==> config.mk <==
export PLATFORM = sky130hd
export DESIGN_NAME = im_fetch_ctrl_flat
export DESIGN_NICKNAME = d
export VERILOG_FILES = /design/src/rtl/im_fetch_ctrl_pkg.sv /design/src/rtl/im_fetch_ctrl_if.sv /design/src/rtl/im_fetch_ctrl.sv /design/src/flat_wrapper.sv
export SDC_FILE = /design/constraint.sdc
export NUM_CORES = 1
export LEC_CHECK = 0
export CELL_PAD_IN_SITES_DETAIL_PLACEMENT = 1
export CELL_PAD_IN_SITES_GLOBAL_PLACEMENT = 2
export CORE_ASPECT_RATIO = 1.25
export CORE_MARGIN = 2
export CORE_UTILIZATION = 27
export CTS_CLUSTER_DIAMETER = 150
export DETAILED_ROUTE_END_ITERATION = 8
export HOLD_SLACK_MARGIN = 0.06
export PLACE_DENSITY = 0.9
export SYNTH_ARGS = -nofsm -noshare
export SYNTH_HDL_FRONTEND = slang
export SYNTH_SLANG_ARGS = --single-unit
==> constraint.sdc <==
create_clock -name clock -period 1.81 [get_ports clock]
set_input_delay 0.181 -clock clock [delete_from_list [all_inputs] [get_ports clock]]
set_output_delay 0.181 -clock clock [all_outputs]
set_load 0.01 [all_outputs]
==> src/rtl/im_fetch_ctrl_pkg.sv <==
// Shared definitions for the instruction-fetch sequencer: the HALT opcode and
// the fetch FSM state encodings.
package im_fetch_ctrl_pkg;

  localparam int unsigned OPC_W = 5;

  localparam logic [OPC_W-1:0] HALT_OP = 5'h1F;

  typedef enum logic [1:0] {
    IF_IDLE = 2'd0,
    IF_RUN  = 2'd1,
    IF_HALT = 2'd2
  } if_state_e;

  function automatic logic is_halt(input logic [OPC_W-1:0] op);
    return op == HALT_OP;
  endfunction

endpackage

==> src/rtl/im_fetch_ctrl_if.sv <==
// IM access bus plus the debug read port that shares it. The master side is the
// fetch controller; the slave side is the ROM and the debug requester.
interface im_fetch_ctrl_if #(
  parameter int ADDR_W  = 8,
  parameter int INSTR_W = 16
);
  logic [ADDR_W-1:0]  im_addr;
  logic [INSTR_W-1:0] im_data;
  logic               dbg_req;
  logic [ADDR_W-1:0]  dbg_addr;
  logic               dbg_gnt;
  logic [INSTR_W-1:0] dbg_data;

  modport master (
    output im_addr,
    input  im_data,
    input  dbg_req,
    input  dbg_addr,
    output dbg_gnt,
    output dbg_data
  );

  modport slave (
    input  im_addr,
    output im_data,
    output dbg_req,
    output dbg_addr,
    input  dbg_gnt,
    input  dbg_data
  );
endinterface

==> src/rtl/im_fetch_ctrl.sv <==
// Instruction-fetch sequencer: owns the PC, drives the IM address, loads the
// IF/ID register and lets a debug port borrow the IM whenever fetch is idle.
module im_fetch_ctrl
  import im_fetch_ctrl_pkg::*;
#(
  parameter int ADDR_W  = 8,
  parameter int INSTR_W = 16,
  parameter int OP_HI   = 15
) (
  input  logic               clock,
  input  logic               reset,
  input  logic               start,
  input  logic [ADDR_W-1:0]  start_pc,
  input  logic               enable,
  input  logic               stall,
  input  logic               redirect,
  input  logic [ADDR_W-1:0]  redirect_pc,
  output logic               if_valid,
  output logic [ADDR_W-1:0]  if_pc,
  output logic [INSTR_W-1:0] if_instr,
  output logic               halted,
  im_fetch_ctrl_if.master    bus
);

  if_state_e          state, state_nxt;
  logic [ADDR_W-1:0]  pc, pc_nxt;
  logic               vld_nxt, halted_nxt;
  logic [ADDR_W-1:0]  if_pc_nxt;
  logic [INSTR_W-1:0] if_instr_nxt;
  logic [OPC_W-1:0]   opcode;

  // Debug only borrows the IM outside RUN, so fetch never sees a bubble.
  assign bus.dbg_gnt = bus.dbg_req & (state != IF_RUN);
  assign bus.im_addr = bus.dbg_gnt ? bus.dbg_addr : pc;
  assign opcode      = bus.im_data[OP_HI -: OPC_W];

  always_comb begin
    state_nxt    = state;
    pc_nxt       = pc;
    vld_nxt      = if_valid;
    if_pc_nxt    = if_pc;
    if_instr_nxt = if_instr;
    halted_nxt   = halted;
    if (enable) begin
      case (state)
        IF_IDLE: begin
          if (start) begin
            state_nxt  = IF_RUN;
            pc_nxt     = start_pc;
            vld_nxt    = 1'b0;
            halted_nxt = 1'b0;
          end
        end
        IF_RUN: begin
          if (redirect) begin
            // Flush: the word on im_data is dropped, HALT included.
            pc_nxt  = redirect_pc;
            vld_nxt = 1'b0;
          end else if (!stall) begin
            if_instr_nxt = bus.im_data;
            if_pc_nxt    = pc;
            vld_nxt      = 1'b1;
            if (is_halt(opcode)) begin
              state_nxt  = IF_HALT;
              halted_nxt = 1'b1;
            end else begin
              pc_nxt = pc + ADDR_W'(1);
            end
          end
        end
        IF_HALT: begin
          if (start) begin
            state_nxt  = IF_RUN;
            pc_nxt     = start_pc;
            vld_nxt    = 1'b0;
            halted_nxt = 1'b0;
          end else if (!stall) begin
            vld_nxt = 1'b0;
          end
        end
        default: state_nxt = IF_IDLE;
      endcase
    end
  end

  always_ff @(posedge clock or posedge reset) begin
    if (reset) begin
      state    <= IF_IDLE;
      pc       <= '0;
      if_valid <= 1'b0;
      if_pc    <= '0;
      if_instr <= '0;
      halted   <= 1'b0;
    end else begin
      state    <= state_nxt;
      pc       <= pc_nxt;
      if_valid <= vld_nxt;
      if_pc    <= if_pc_nxt;
      if_instr <= if_instr_nxt;
      halted   <= halted_nxt;
    end
  end

  // Debug capture ignores enable so the ROM stays readable while frozen.
  always_ff @(posedge clock or posedge reset) begin
    if (reset)             bus.dbg_data <= '0;
    else if (bus.dbg_gnt)  bus.dbg_data <= bus.im_data;
  end

endmodule

==> src/flat_wrapper.sv <==
// flat-port wrapper written by rule: the top's interface ports become plain ports
module im_fetch_ctrl_flat import im_fetch_ctrl_pkg::*;
#(
  parameter int ADDR_W  = 8,
  parameter int INSTR_W = 16,
  parameter int OP_HI   = 15
)
  (clock, reset, start, start_pc, enable, stall, redirect, redirect_pc, if_valid, if_pc, if_instr, halted, bus_im_addr, bus_im_data, bus_dbg_req, bus_dbg_addr, bus_dbg_gnt, bus_dbg_data);
  im_fetch_ctrl_if #(.ADDR_W(ADDR_W), .INSTR_W(INSTR_W)) bus_i ();
  input  logic clock;
  input  logic reset;
  input  logic start;
  input  logic [ADDR_W-1:0] start_pc;
  input  logic enable;
  input  logic stall;
  input  logic redirect;
  input  logic [ADDR_W-1:0] redirect_pc;
  output logic if_valid;
  output logic [ADDR_W-1:0] if_pc;
  output logic [INSTR_W-1:0] if_instr;
  output logic halted;
  output wire logic [$bits(bus_i.im_addr)-1:0] bus_im_addr;
  input wire logic [$bits(bus_i.im_data)-1:0] bus_im_data;
  input wire logic [$bits(bus_i.dbg_req)-1:0] bus_dbg_req;
  input wire logic [$bits(bus_i.dbg_addr)-1:0] bus_dbg_addr;
  output wire logic [$bits(bus_i.dbg_gnt)-1:0] bus_dbg_gnt;
  output wire logic [$bits(bus_i.dbg_data)-1:0] bus_dbg_data;
  assign bus_im_addr = bus_i.im_addr;
  assign bus_i.im_data = bus_im_data;
  assign bus_i.dbg_req = bus_dbg_req;
  assign bus_i.dbg_addr = bus_dbg_addr;
  assign bus_dbg_gnt = bus_i.dbg_gnt;
  assign bus_dbg_data = bus_i.dbg_data;
  im_fetch_ctrl #(.ADDR_W(ADDR_W), .INSTR_W(INSTR_W), .OP_HI(OP_HI)) u_core (.clock(clock), .reset(reset), .start(start), .start_pc(start_pc), .enable(enable), .stall(stall), .redirect(redirect), .redirect_pc(redirect_pc), .if_valid(if_valid), .if_pc(if_pc), .if_instr(if_instr), .halted(halted), .bus(bus_i));
endmodule
==> results <==
-- timing repair --
action / CTS / global route
endpoints found under the setup margin: 9 / 7
setup buffers: 1 / 1
gates resized for setup: 19 / 7
endpoints found under the hold margin: 0 / 0
-- power groups by stage --
stage	Clock [mW]	Combinational, mW	Sequential (mW)
finish	1.14	3.10	2.10
global route	1.20	3.35	2.19
CTS	1.17	3.21	2.11
detailed placement	0	3.22	2.12
global placement	0	3.15	2.08
floorplan	0	1.23	2.29
-- critical path, delay by kind of cell, from the launching register on --
| family | cells | cell delay (ps) |
|---|---|---|
| and+or+nand+nor | 1 | 230 |
| AOI/OAI and AO/OA | 2 | 380 |
| buffers and inverters | 1 | 220 |
| muxes | 1 | 370 |
| DFF | 1 | 410 |
-- registers in the layout (all words and copies together), names as in the netlist --
signal and flops:
u_core.if_valid 1, u_core.if_instr 16, u_core.if_pc 8, u_core.state 2, u_core.bus.dbg_data 16, u_core.halted 1, u_core.pc 8
-- area by class of cell --
| cell class | instances | area, sq um |
|---|---|---|
| inverter | 6 | 22.5 |
| multi-input combinational | 124 | 1100 |
| timing repair buffer | 125 | 1180 |
| clock inverter | 1 | 30.0 |
| clock buffer | 7 | 153 |
| sequential | 52 | 1300 |
| fill | 975 | 5080 |
| tap | 123 | 154 |
-- stage by stage --
step           hold slack (ps)  setup WS, ps  power, mW  TNS, ps  instance area, sq um
4_1_cts                    271         -1.61       6.49    -1.61                  3970
3_5_place_dp               469          -109       5.35    -1240                  3770
3_3_place_gp               460         -75.5       5.23     -617                  3770
5_1_grt                    278          11.5       6.74        0                  3950
2_1_floorplan              332           226       3.52        0                  2470
6_report                   249          85.1       6.34        0                  3950
-- final timing paths --
path | startpoint | endpoint | slack [ps] | cells past startpoint
max | u_core.state[0] | u_core.pc[1] | 90 | 5
min | reset | u_core.if_instr[10] | 250 | 3
max reg2reg | u_core.state[0] | u_core.pc[1] | 90 | 5
min reg2reg | u_core.if_valid | u_core.if_valid | 480 | 1
max in group asynchronous | reset | u_core.halted | 1310 | 3
min in group clock | u_core.if_valid | u_core.if_valid | 480 | 1
-- synthesized netlist by cell type (3+ instances only) --
| library cell | count |
|---|---|
| inv_1 | 4 |
| nand2_1 | 5 |
| mux2_2 | 52 |
| or3_1 | 3 |
| nor3_1 | 3 |
| buf_2 | 3 |
| nand2b_1 | 7 |
| o211ai_1 | 3 |
| nor2_1 | 5 |
| a21oi_1 | 5 |
| and3_1 | 3 |
| o221ai_1 | 3 |
| nand4_1 | 4 |
| dfrtp_1 | 52 |
| nand3_1 | 3 |
| o21ai_0 | 4 |
-- routing by layer --
metal | up-vias | global-route usage, % | wire, um
met2 | 52 | 24.6 | 3720
met5 | - | 0 | 0
met4 | 0 | 3.08 | 80
met1 | 1025 | 18.3 | 2860
met3 | 7 | 4.10 | 435
li1 | 945 | - | -
-- logic make-up after synthesis --
| logic type | synth area share, % |
|---|---|
| buf+inv | 3.04 |
| mux | 24.1 |
| compound gates | 10.4 |
| xor+xnor | 0.355 |
| simple gates | 8.92 |
| fa+ha+maj | 0.507 |
| flops | 52.7 |
==> metrics.txt <==
status=complete, no violations; row cnt=39; fin cells=438; # diodes=0; Via density=4.63; H-tree depth=2; RSZ-0062 raised after global routing=no; Slowest Stage Delay on Critical Path=between 400 and 500 ps; commonest non-fill, non-tap cell in the layout=clkdlybuf4s50_1; FMAX=slightly below 600 MHz; First-pass DRT Iterations=4; register area share after synthesis=52.7%; 1st-iter DRT viols=55; CP endpoint kind=flop; layout cell share with drive strength beyond 1=33.7%; Least-Margin Pin Slew=341 ps; Nets=362; Synth top area share=52.7%; Hold Fails Final Rpt=0; P&R area growth vs syn=59.7%; fin. max-slew vios=0; critical path, cell by cell=buf_4 > and2b_1 > o211a_1 > o21ai_4 > mux2_2; initial antenna violation count=0; WL per Instance=16.2 um; CP max FO=22; Reg clk slew, reported paths=approximately 70 ps; detailed-route via count=2029; Routed WL=around 7100 um; first-pass GRT wire length=11300 um; Final period util=95.3%; Post-CTS Hold Fix Bufs=0; Yosys top cell by area=dfrtp_1; Clock Skew=3.05 ps; P_sw=approximately 2 mW; Seq pwr share=between 30% and 40%; Hold Crit Class=input pin to asynchronous set/reset pin; GPL Wtd Cong=just over 0.8; min cycle time layout=1720 ps; CP required=1980 ps; vias in the first global route=2201; core area=9030 sq um; # port buffers=97; Starting Density=27.4%; Synth Register Bits=52; die width=89.5 um; largest net degree at the start of global routing=53; crit path kind=flop to flop; Post-Synthesis Net Count=about 240; Die Height=111 um; placed instance count=approximately 430; grt total ovfl=0; Post-synth EDFFs=0; cts bufs inserted=5; maximum VDD drop=between 0.7 and 0.8 mV; root cell of the clock tree=clkbuf_16; critical path startpoint category=flop; combinational group share of total power=48.9%; Ports=slightly below 100; clock tree sinks=52; die footprint=9930 sq um; Internal Power=4.29 mW; CTS max path bufs=2; critical path's slowest cell=dfrtp_1; static leakage=between 1.5 and 2 nW; overall routing resource usage=14.6%; cells after synthesis=between 150 and 200; synth top area cells=dfrtp_1, mux2_2, nand2b_1; Clk pwr share=17.9%; Slew HR=77.3%; most frequent cells in the layout=clkdlybuf4s50_1, mux2_2, dfrtp_1; total number of yosys warnings=0; max-cap viol count=0; DRC viols=0; Clk Latency, worst-skew pair=between 200 and 300 ps; Switching Share=32.4%; ys flop type=dfrtp_1; antenna-violating nets left=0; post-layout util=43.7%; number of setup violations in the final report=0; synth unique cells=43; asr flop ratio synth=100%; Worst Path Arrival=1890 ps; Final HPWL DP=5450 um; Syn Std Cell Area=between 2000 and 2500 sq um; CTS tree=done; PD cells=1610 nW/um^2; Mapped Avg Cell Area=13.0 sq um
Power figures use the tool's default switching activity.
